===== src/rtl/dtcm_ctrl_pipe.sv =====
`default_nettype none
// ============================================================================
//  Module      : dtcm_ctrl_pipe
//  Description : Pipelined DTCM controller between the LSU command/response
//                channels and a synchronous single-port data SRAM with a
//                one-cycle read latency. Both channels use a valid/ready
//                handshake. Responses return in order, misaligned accesses
//                return an error, and a small response buffer absorbs
//                backpressure.
//
//  Build option: DTCM_CTRL_RSP_BUF_EN
//                  defined   -> 2-entry response FIFO, one command per cycle
//                  undefined -> 1-entry hold register, one command per two
//                               cycles
//
//  Ports
//    clk, rst_n               clock, asynchronous active-low reset
//    lsu2dtcm_cmd_*           command channel (valid/ready, read, addr,
//                             wmask, wdata)
//    lsu2dtcm_rsp_*           response channel (valid/ready, rdata, err)
//    dtcm_ram_cs/we/addr/wem/din
//                             SRAM request, combinational from the command
//    dtcm_ram_dout            SRAM read data, valid the cycle after cs
//
//  Revision    : 1.0 - initial release
// ============================================================================
module dtcm_ctrl_pipe #(
    parameter int DTCM_AW     = 16,
    parameter int DTCM_DW     = 32,
    parameter int DTCM_MW     = DTCM_DW / 8,
    parameter int DTCM_RAM_AW = DTCM_AW - $clog2(DTCM_MW)
) (
    input  logic                   clk,
    input  logic                   rst_n,
    input  logic                   lsu2dtcm_cmd_valid,
    output logic                   lsu2dtcm_cmd_ready,
    input  logic                   lsu2dtcm_cmd_read,
    input  logic [DTCM_AW-1:0]     lsu2dtcm_cmd_addr,
    input  logic [DTCM_MW-1:0]     lsu2dtcm_cmd_wmask,
    input  logic [DTCM_DW-1:0]     lsu2dtcm_cmd_wdata,
    output logic                   lsu2dtcm_rsp_valid,
    input  logic                   lsu2dtcm_rsp_ready,
    output logic [DTCM_DW-1:0]     lsu2dtcm_rsp_rdata,
    output logic                   lsu2dtcm_rsp_err,
    output logic                   dtcm_ram_cs,
    output logic                   dtcm_ram_we,
    output logic [DTCM_RAM_AW-1:0] dtcm_ram_addr,
    output logic [DTCM_MW-1:0]     dtcm_ram_wem,
    output logic [DTCM_DW-1:0]     dtcm_ram_din,
    input  logic [DTCM_DW-1:0]     dtcm_ram_dout
);

    localparam int c_OFF_W = $clog2(DTCM_MW);
`ifdef DTCM_CTRL_RSP_BUF_EN
    localparam int c_DEPTH = 2;
`else
    localparam int c_DEPTH = 1;
`endif
    localparam int c_CNT_W = $clog2(c_DEPTH + 1);

    logic                 w_misalign;
    logic                 w_accept;
    logic                 w_ram_go;
    logic                 r_pend;
    logic                 r_pend_read;
    logic                 r_pend_err;
    logic [DTCM_DW-1:0]   w_s1_data;
    logic [DTCM_DW:0]     w_s1;       // {err, rdata} of the stage-1 response
    logic [DTCM_DW:0]     w_head;     // {err, rdata} at the buffer head
    logic [DTCM_DW:0]     w_rsp;
    logic [c_CNT_W-1:0]   r_count;
    logic [c_CNT_W:0]     w_occ;
    logic                 w_empty;
    logic                 w_push;
    logic                 w_pop;

    // Byte-offset check; a one-byte data path has no offset bits at all.
    generate
        if (c_OFF_W > 0) begin : g_off
            assign w_misalign = |lsu2dtcm_cmd_addr[c_OFF_W-1:0];
        end else begin : g_no_off
            assign w_misalign = 1'b0;
        end
    endgenerate

    // Readiness uses registered state only, so rsp_ready never reaches
    // cmd_ready combinationally. Every slot, in flight or buffered, counts.
    assign w_occ              = {{c_CNT_W{1'b0}}, r_pend} + {1'b0, r_count};
    assign lsu2dtcm_cmd_ready = (w_occ < (c_CNT_W + 1)'(c_DEPTH));
    assign w_accept           = lsu2dtcm_cmd_valid & lsu2dtcm_cmd_ready;

    // SRAM request; a misaligned command never touches the array.
    assign w_ram_go      = w_accept & ~w_misalign;
    assign dtcm_ram_cs   = w_ram_go;
    assign dtcm_ram_we   = w_ram_go & ~lsu2dtcm_cmd_read;
    assign dtcm_ram_addr = lsu2dtcm_cmd_addr[DTCM_AW-1:c_OFF_W];
    assign dtcm_ram_wem  = (w_ram_go & ~lsu2dtcm_cmd_read) ? lsu2dtcm_cmd_wmask
                                                            : {DTCM_MW{1'b0}};
    assign dtcm_ram_din  = lsu2dtcm_cmd_wdata;

    // Stage 1: marks the cycle in which dtcm_ram_dout carries our data.
    always_ff @(posedge clk or negedge rst_n) begin
        if (!rst_n) begin
            r_pend      <= 1'b0;
            r_pend_read <= 1'b0;
            r_pend_err  <= 1'b0;
        end else begin
            r_pend      <= w_accept;
            r_pend_read <= w_accept & lsu2dtcm_cmd_read;
            r_pend_err  <= w_accept & w_misalign;
        end
    end

    assign w_s1_data = (r_pend_read & ~r_pend_err) ? dtcm_ram_dout : {DTCM_DW{1'b0}};
    assign w_s1      = {r_pend_err, w_s1_data};

    // An empty buffer lets stage 1 bypass straight to the response port.
    // Anything stage 1 cannot hand over this cycle is queued behind the head.
    assign w_empty = (r_count == '0);
    assign w_pop   = ~w_empty & lsu2dtcm_rsp_ready;
    assign w_push  = r_pend & ~(w_empty & lsu2dtcm_rsp_ready);

    always_ff @(posedge clk or negedge rst_n) begin
        if (!rst_n) begin
            r_count <= '0;
        end else if (w_push && !w_pop) begin
            r_count <= r_count + c_CNT_W'(1);
        end else if (w_pop && !w_push) begin
            r_count <= r_count - c_CNT_W'(1);
        end
    end

    generate
        if (c_DEPTH > 1) begin : g_buf_fifo
            logic [DTCM_DW:0] r_ent [2];
            logic             r_wptr;
            logic             r_rptr;

            always_ff @(posedge clk or negedge rst_n) begin
                if (!rst_n) begin
                    r_wptr <= 1'b0;
                    r_rptr <= 1'b0;
                end else begin
                    if (w_push) r_wptr <= ~r_wptr;
                    if (w_pop)  r_rptr <= ~r_rptr;
                end
            end

            // Payload needs no reset: it is only visible while r_count != 0.
            always_ff @(posedge clk) begin
                if (w_push) r_ent[r_wptr] <= w_s1;
            end

            assign w_head = r_ent[r_rptr];
        end else begin : g_buf_hold
            logic [DTCM_DW:0] r_hold;

            always_ff @(posedge clk) begin
                if (w_push) r_hold <= w_s1;
            end

            assign w_head = r_hold;
        end
    endgenerate

    assign w_rsp              = w_empty ? w_s1 : w_head;
    assign lsu2dtcm_rsp_valid = ~w_empty | r_pend;
    assign lsu2dtcm_rsp_rdata = w_rsp[DTCM_DW-1:0];
    assign lsu2dtcm_rsp_err   = w_rsp[DTCM_DW];

endmodule
`default_nettype wire


===== config.mk =====
export PLATFORM = sky130hd
export DESIGN_NAME = dtcm_ctrl_pipe
export DESIGN_NICKNAME = d
export VERILOG_FILES = /design/src/rtl/dtcm_ctrl_pipe.sv
export SDC_FILE = /design/constraint.sdc
export NUM_CORES = 1
export LEC_CHECK = 0
export BUFFER_PORTS_ARGS = -buffer_cell sky130_fd_sc_hd__buf_2
export CORE_MARGIN = 10
export CORE_UTILIZATION = 44
export DETAILED_ROUTE_END_ITERATION = 8
export GPL_TIMING_DRIVEN = 0
export HOLD_SLACK_MARGIN = 0.1
export PLACE_DENSITY = 0.85
export SYNTH_ARGS = -nofsm -noshare
export SYNTH_HDL_FRONTEND = slang
export SYNTH_SLANG_ARGS = --single-unit
export TNS_END_PERCENT = 30

===== constraint.sdc =====
create_clock -name clk -period 6.4 [get_ports clk]
set_input_delay 1.28 -clock clk [delete_from_list [all_inputs] [get_ports clk]]
set_output_delay 1.28 -clock clk [all_outputs]
set_load 0.01 [all_outputs]

==> flow_metrics.py, run 1 <==
metrics = {
    "global_routing": {
        "grtUsageMet1_pct": 15.94,
        "grt_max_degree": 31,
        "grt_pass1_vias": 2240,
        "track_usage_pct": 16.07,
        "antenna_found_initial": 0,
        "met3_usage_pct": 8.475,
        "use_met2_pct": 28.68,
        "top_usage_layer": "met2",
        "grt_overflow": 0,
        "grt_pass1_wl_um": 11040,
    },
    "die": {
        "io_pins": 176,
        "core_area_um2": 5107,
        "die_x_um": 92.79,
        "fp.dieH_um": 92.79,
        "start_util_pct": 45.64,
        "die_area_um2": 8609,
        "rows": 26,
    },
    "cts": {
        "cts_buffers": 5,
        "cts_tree": "done",
        "cts_root_buf": "clkbuf_8",
        "worstSkewPairLatency_ns": 0.29,
        "cts.clk_slew.worst_paths_ns": 0.07,
        "clock_path_buffers": 2,
        "clock_sinks": 37,
        "post-cts-setup-buffer-count": 0,
        "cts_resized": 0,
        "htreeDepth": 2,
        "hold_buffers": 0,
    },
    "final_layout": {
        "stdcell_area_um2": 3178,
        "final_cell_mix": "130 x buf_2, 62 x and2_1, 46 x buf_4",
        "multi_input_area_um2": 837.1,
        "diodes": 0,
        "final_common_cell": "buf_2",
        "regArea_um2": 1091,
        "fillers": 455,
        "layout.nets": 443,
        "area_delta_synth_final_pct": 36.34,
        "layout-drive-gt1-share_pct": 63.38,
    },
    "synth": {
        "synthTopCellsByArea": "edfxtp_1 43%, and2_1 17%, buf_4 15%, a31o_2 12%, dfrtp_1 4.3%",
        "netlist_area_um2": 2331,
        "netlist_instances": 217,
        "synth_top_family_by_area": "simple AND/OR/NAND/NOR gates",
        "ys_warn_count": 0,
        "yosysUniqueCellTypes": 25,
        "synth_compound_area_share_pct": 12.56,
        "synth.yosys.seq_area_share_pct": 46.81,
        "synth_edf_count": 33,
        "synth-simple-area-share_pct": 22.01,
        "ys_ff_latch": 37,
        "synth_adder_area_share_pct": 0,
        "syn_avg_cell_area_um2": 10.74,
        "synth-async-reset-ratio_pct": 10.81,
        "synth_nets": 306,
        "synth_top_area_share_pct": 42.51,
        "synthMuxAreaShare_pct": 0.4831,
        "yosysTopAreaCell": "edfxtp_1",
        "synth_ff_type": "edfxtp_1",
        "synthXorXnorAreaFrac_pct": 0.3757,
    },
    "timing": {
        "tightest_slew_ns": 0.5571,
        "setup_violations": 0,
        "slew_headroom_pct": 62.86,
        "setup_tns_ns": 0,
        "period_needed_ns": 3.559,
        "period_share_pct": 55.60,
        "maxSlewViolCount": 0,
        "fin_skew_ns": 0.006124,
        "rsz0062_at_grt": "no",
        "finalHoldViolations": 0,
        "max_freq_mhz": 281.0,
    },
    "critical_path": {
        "critPathBufInv": 2,
        "r2r-start": "r_count",
        "crit_start": "lsu2dtcm_cmd_addr[1]",
        "crit_path_frequent_cell": "buf_2",
        "critPathKind": "primary input to output pin",
        "cp.required_ns": 5.12,
        "start_kind": "primary input",
        "crit_fanout": 5,
        "cp-end-kind": "output pin",
        "slowest_stage": "or4_4",
        "arrival_ns": 2.28,
        "cpPeakStageDelay_ns": 0.51,
        "critical_path.top_delay_family": "simple AND/OR/NAND/NOR gates",
        "path_cells": "buf_2 > or4_4 > nor3_1 > buf_2",
        "r2r_setup_slack_ns": 4.58,
    },
    "min_path": {
        "hold_start": "r_pend_err",
        "hold_path.class": "flip-flop to flip-flop",
    },
    "detailed_routing": {
        "first_pass_iters": 4,
        "vias_per_cell": 4.673,
        "drt_iter0_drc": 61,
        "drc_errors": 0,
        "via_count": 1986,
        "wl_per_cell_um": 16.83,
        "antenna_left": 0,
        "totalWireLength_um": 7152,
    },
    "place": {
        "io_buffers": 129,
        "dp_hpwl_um": 5866,
        "gp_congestion": 0.7155,
        "placed_area_um2": 3095,
    },
    "pwr": {
        "peakVddDrop_mv": 0.09760,
        "power_density_nw_per_um2": 270.6,
        "p_leak_nw": 1.592,
    },
    "run_status": {
        "status": "complete, no violations",
    },
    "run": {
        "maxCapViolCount": 0,
    },
}
logic make-up after synthesis:
family          after synthesis
xor+xnor                      1
compound gates               34
flops                        37
simple gates                 82
mux                           1
buf+inv                      62
Yosys cell counts (2+ instances only):
cell,instances
and2_2,3
nor2_1,2
clkbuf_1,9
buf_4,46
a31o_2,32
and3_1,2
nor3_1,4
and2_1,62
nand2_1,4
edfxtp_1,33
dfrtp_1,4
buf_1,3
per-layer routing:
metal,vias up,part of all wire (%),routed length (um)
met4,0,0.49,35
met3,4,12,851
met5,-,0,0
met2,110,51,3639
li1,983,-,-
met1,889,37,2625
flip-flops by register name, indices dropped and copies added (netlist names):
| register | count |
|---|---|
| g_buf_hold.r_hold | 33 |
| r_count | 1 |
| r_pend | 1 |
| r_pend_err | 1 |
| r_pend_read | 1 |
power breakdown:
| group | leakage (nW) | switching, mW | internal (mW) | total, mW |
|---|---|---|---|---|
| Clock | 0.0450 | 0.0801 | 0.0754 | 0.156 |
| Combinational | 1.18 | 0.204 | 0.180 | 0.384 |
| Sequential | 0.367 | 0.0100 | 0.311 | 0.321 |
| Total | 1.59 | 0.294 | 0.566 | 0.860 |
worst reg2reg max path, cell delays in order (launching register included):
cell and delay [ns]:
dfrtp_1 0.34, buf_6 0.13, clkinv_1 0.18, clkbuf_1 0.32, a21boi_4 0.30, buf_12 0.23
path summary, 6_finish.rpt:
| kind | to | cells past startpoint |
|---|---|---|
| max in group asynchronous | r_pend_err | 1 |
| min | g_buf_hold.r_hold[32] | 0 |
| max | dtcm_ram_wem[2] | 4 |
| max reg2reg | g_buf_hold.r_hold[29] | 5 |
| min in group asynchronous | r_count | 1 |
| min reg2reg | g_buf_hold.r_hold[32] | 0 |
per-stage QoR:
stage / total power, mW / cells / setup slack [ns] / hold WS [ns] / util [%]
4_1_cts: 0.8715 / 425 / 2.838 / 0.4892 / 62.22
3_5_place_dp: 0.7151 / 417 / 2.839 / 0.4730 / 60.61
6_report: 0.8601 / 425 / 2.841 / 0.4792 / 62.22
2_1_floorplan: 0.5669 / 217 / 2.198 / 0.4434 / -
3_3_place_gp: 0.7022 / 416 / 1.099 / 0.4562 / 60.00
5_1_grt: 0.9165 / 425 / 2.793 / 0.5134 / 62.22
final cells by class:
type	count	share of cell area (%)
Clock buffer	6	2.283
Buffer	60	12.80
Timing Repair Buffer	130	20.94
Multi-Input combinational cell	118	26.34
Inverter	2	0.2362
Clock inverter	2	0.3150
Sequential cell	37	34.33
Tap cell	70	2.756
No activity file was read; power rests on OpenSTA's default activity.
==> run 2, diff against run 1 <==
--- a/config.mk
+++ b/config.mk
@@ -7,11 +7,11 @@
 export LEC_CHECK = 0
 export BUFFER_PORTS_ARGS = -buffer_cell sky130_fd_sc_hd__buf_2
 export CORE_MARGIN = 10
-export CORE_UTILIZATION = 44
+export CORE_UTILIZATION = 40
 export DETAILED_ROUTE_END_ITERATION = 8
 export GPL_TIMING_DRIVEN = 0
 export HOLD_SLACK_MARGIN = 0.1
-export PLACE_DENSITY = 0.85
+export PLACE_DENSITY = 0.78
 export SYNTH_ARGS = -nofsm -noshare
 export SYNTH_HDL_FRONTEND = slang
 export SYNTH_SLANG_ARGS = --single-unit
==> constraint.sdc (replaced) <==
create_clock -name clk -period 3.69 [get_ports clk]
set_input_delay 0.738 -clock clk [delete_from_list [all_inputs] [get_ports clk]]
set_output_delay 0.738 -clock clk [all_outputs]
set_load 0.01 [all_outputs]
==> run 2 against run 1 <==
Clock skew is 0.0043 ns lower; combinational power grew 76%; total power rose by 74%; critical path type is now flip-flop to output pin; highest routed layer unchanged.
==> flow_metrics.py, run 2 (same netlist as run 1, synthesis figures left out) <==
metrics = {
    "run_status": {
        "status": "complete, no violations",
    },
    "final_layout": {
        "layout-drive-gt1-share_pct": 63.38,
        "final_common_cell": "buf_2",
        "diodes": 0,
        "fin_cells": 427,
        "top_register": "g_buf_hold.r_hold",
        "final_cell_mix": "130 x buf_2, 62 x and2_1, 46 x buf_4",
        "largest_register_ffs": 33,
        "area_delta_synth_final_pct": 36.77,
        "layout.nets": 443,
    },
    "die": {
        "io_pins": 176,
        "die_x_um": 96.34,
        "rows": 27,
        "die_area_um2": 9280,
        "core_area_um2": 5574,
        "start_util_pct": 41.82,
        "fp.dieH_um": 96.34,
    },
    "timing": {
        "period_share_pct": 68.06,
        "tightest_slew_ns": 0.5937,
        "slew_headroom_pct": 60.42,
        "max_freq_mhz": 398.2,
        "rsz0062_at_grt": "no",
        "fin_skew_ns": 0.001794,
        "holdWs_ns": 0.2462,
        "period_needed_ns": 2.511,
        "finalHoldViolations": 0,
        "setup_violations": 0,
        "maxSlewViolCount": 0,
        "setup_tns_ns": 0,
    },
    "global_routing": {
        "grt_max_degree": 24,
        "grt_overflow": 0,
        "grt_pass1_wl_um": 10730,
        "track_usage_pct": 14.67,
        "antenna_found_initial": 0,
        "grt_pass1_vias": 2219,
    },
    "detailed_routing": {
        "via_count": 2029,
        "drt_iter0_drc": 84,
        "vias_per_cell": 4.752,
        "totalWireLength_um": 7319,
        "first_pass_iters": 4,
        "drc_errors": 0,
        "wl_per_cell_um": 17.14,
        "antenna_left": 0,
    },
    "cts": {
        "cts_resized": 0,
        "cts_tree": "done",
        "clock_sinks": 37,
        "cts_buffers": 5,
        "worstSkewPairLatency_ns": 0.28,
        "cts.clk_slew.worst_paths_ns": 0.07,
        "clock_path_buffers": 2,
        "htreeDepth": 2,
        "hold_buffers": 0,
        "post-cts-setup-buffer-count": 0,
        "cts_root_buf": "clkbuf_8",
    },
    "pwr": {
        "total_power_mw": 1.498,
        "peakVddDrop_mv": 0.1921,
        "p_leak_nw": 1.595,
        "power_density_nw_per_um2": 470.0,
    },
    "place": {
        "io_buffers": 129,
        "place_inst": 419,
        "dp_hpwl_um": 5979,
        "gp_congestion": 0.7397,
    },
    "critical_path": {
        "crit_fanout": 10,
        "critPathKind": "flip-flop to output pin",
        "reg2regPathDepth": 5,
        "start_kind": "flip-flop",
        "r2r-start": "r_count",
        "r2r_setup_slack_ns": 1.68,
        "r2r-end": "g_buf_hold.r_hold[27]",
        "arrival_ns": 1.77,
        "cp-end-kind": "output pin",
        "cp.required_ns": 2.95,
    },
    "run": {
        "maxCapViolCount": 0,
    },
    "min_path": {
        "hold_path.class": "primary input to async pin",
    },
}
## run 2: cell counts in the layout (fill, tap and decap cells not counted)
Identical to the previous run, type by type.
## run 2: layout make-up
class	count	area, um^2
Clock inverter	2	10.01
Tap cell	72	90.09
Inverter	2	7.507
Fill cell	494	2386
Sequential cell	37	1091
Multi-Input combinational cell	118	837.1
Buffer	60	406.6
Clock buffer	6	72.57
Timing Repair Buffer	130	673.1
## run 2: worst max-delay path by stage
| stage | cells after the start | to | from |
|---|---|---|---|
| 2_1_floorplan | 4 | g_buf_hold.r_hold[0] | r_count |
| 3_3_place_gp | 4 | g_buf_hold.r_hold[26] | r_count |
| 3_5_place_dp | 4 | dtcm_ram_wem[3] | lsu2dtcm_cmd_addr[1] |
| 4_1_cts | 5 | lsu2dtcm_rsp_rdata[25] | r_pend_err |
| 5_1_grt | 5 | lsu2dtcm_rsp_rdata[0] | r_pend_err |
| 6_report | 5 | lsu2dtcm_rsp_rdata[15] | r_count |
## run 2: layer usage
| metal | track usage (%) | routed length (um) | vias up |
|---|---|---|---|
| met5 | 0 | 0 | - |
| met4 | 2.785 | 39 | 0 |
| met3 | 8.249 | 993 | 5 |
| met2 | 26.57 | 3679 | 110 |
| met1 | 14.42 | 2606 | 932 |
| li1 | - | - | 982 |
## run 2: where the power goes
group          switching, mW  leakage (nW)  internal (mW)
Sequential            0.0179         0.367          0.539
Combinational          0.359          1.18          0.315
Clock                  0.136        0.0450          0.131
Total                  0.513          1.60          0.985
## run 2: worst max-delay path: stages, from the launching register on
cell and delay [ns]:
dfrtp_1 0.37, buf_6 0.14, clkinv_1 0.12, clkbuf_1 0.49, a31o_2 0.25, buf_2 0.12
## run 2: per-stage QoR
| step | util, % | instance area (um^2) | worst slack, ns |
|---|---|---|---|
| floorplan | - | 2331 | 0.8947 |
| global placement | 55.02 | 3067 | 0.01654 |
| detailed placement | 55.71 | 3105 | 1.245 |
| CTS | 57.19 | 3188 | 1.147 |
| global route | 57.19 | 3188 | 1.037 |
| finish | 57.19 | 3188 | 1.179 |
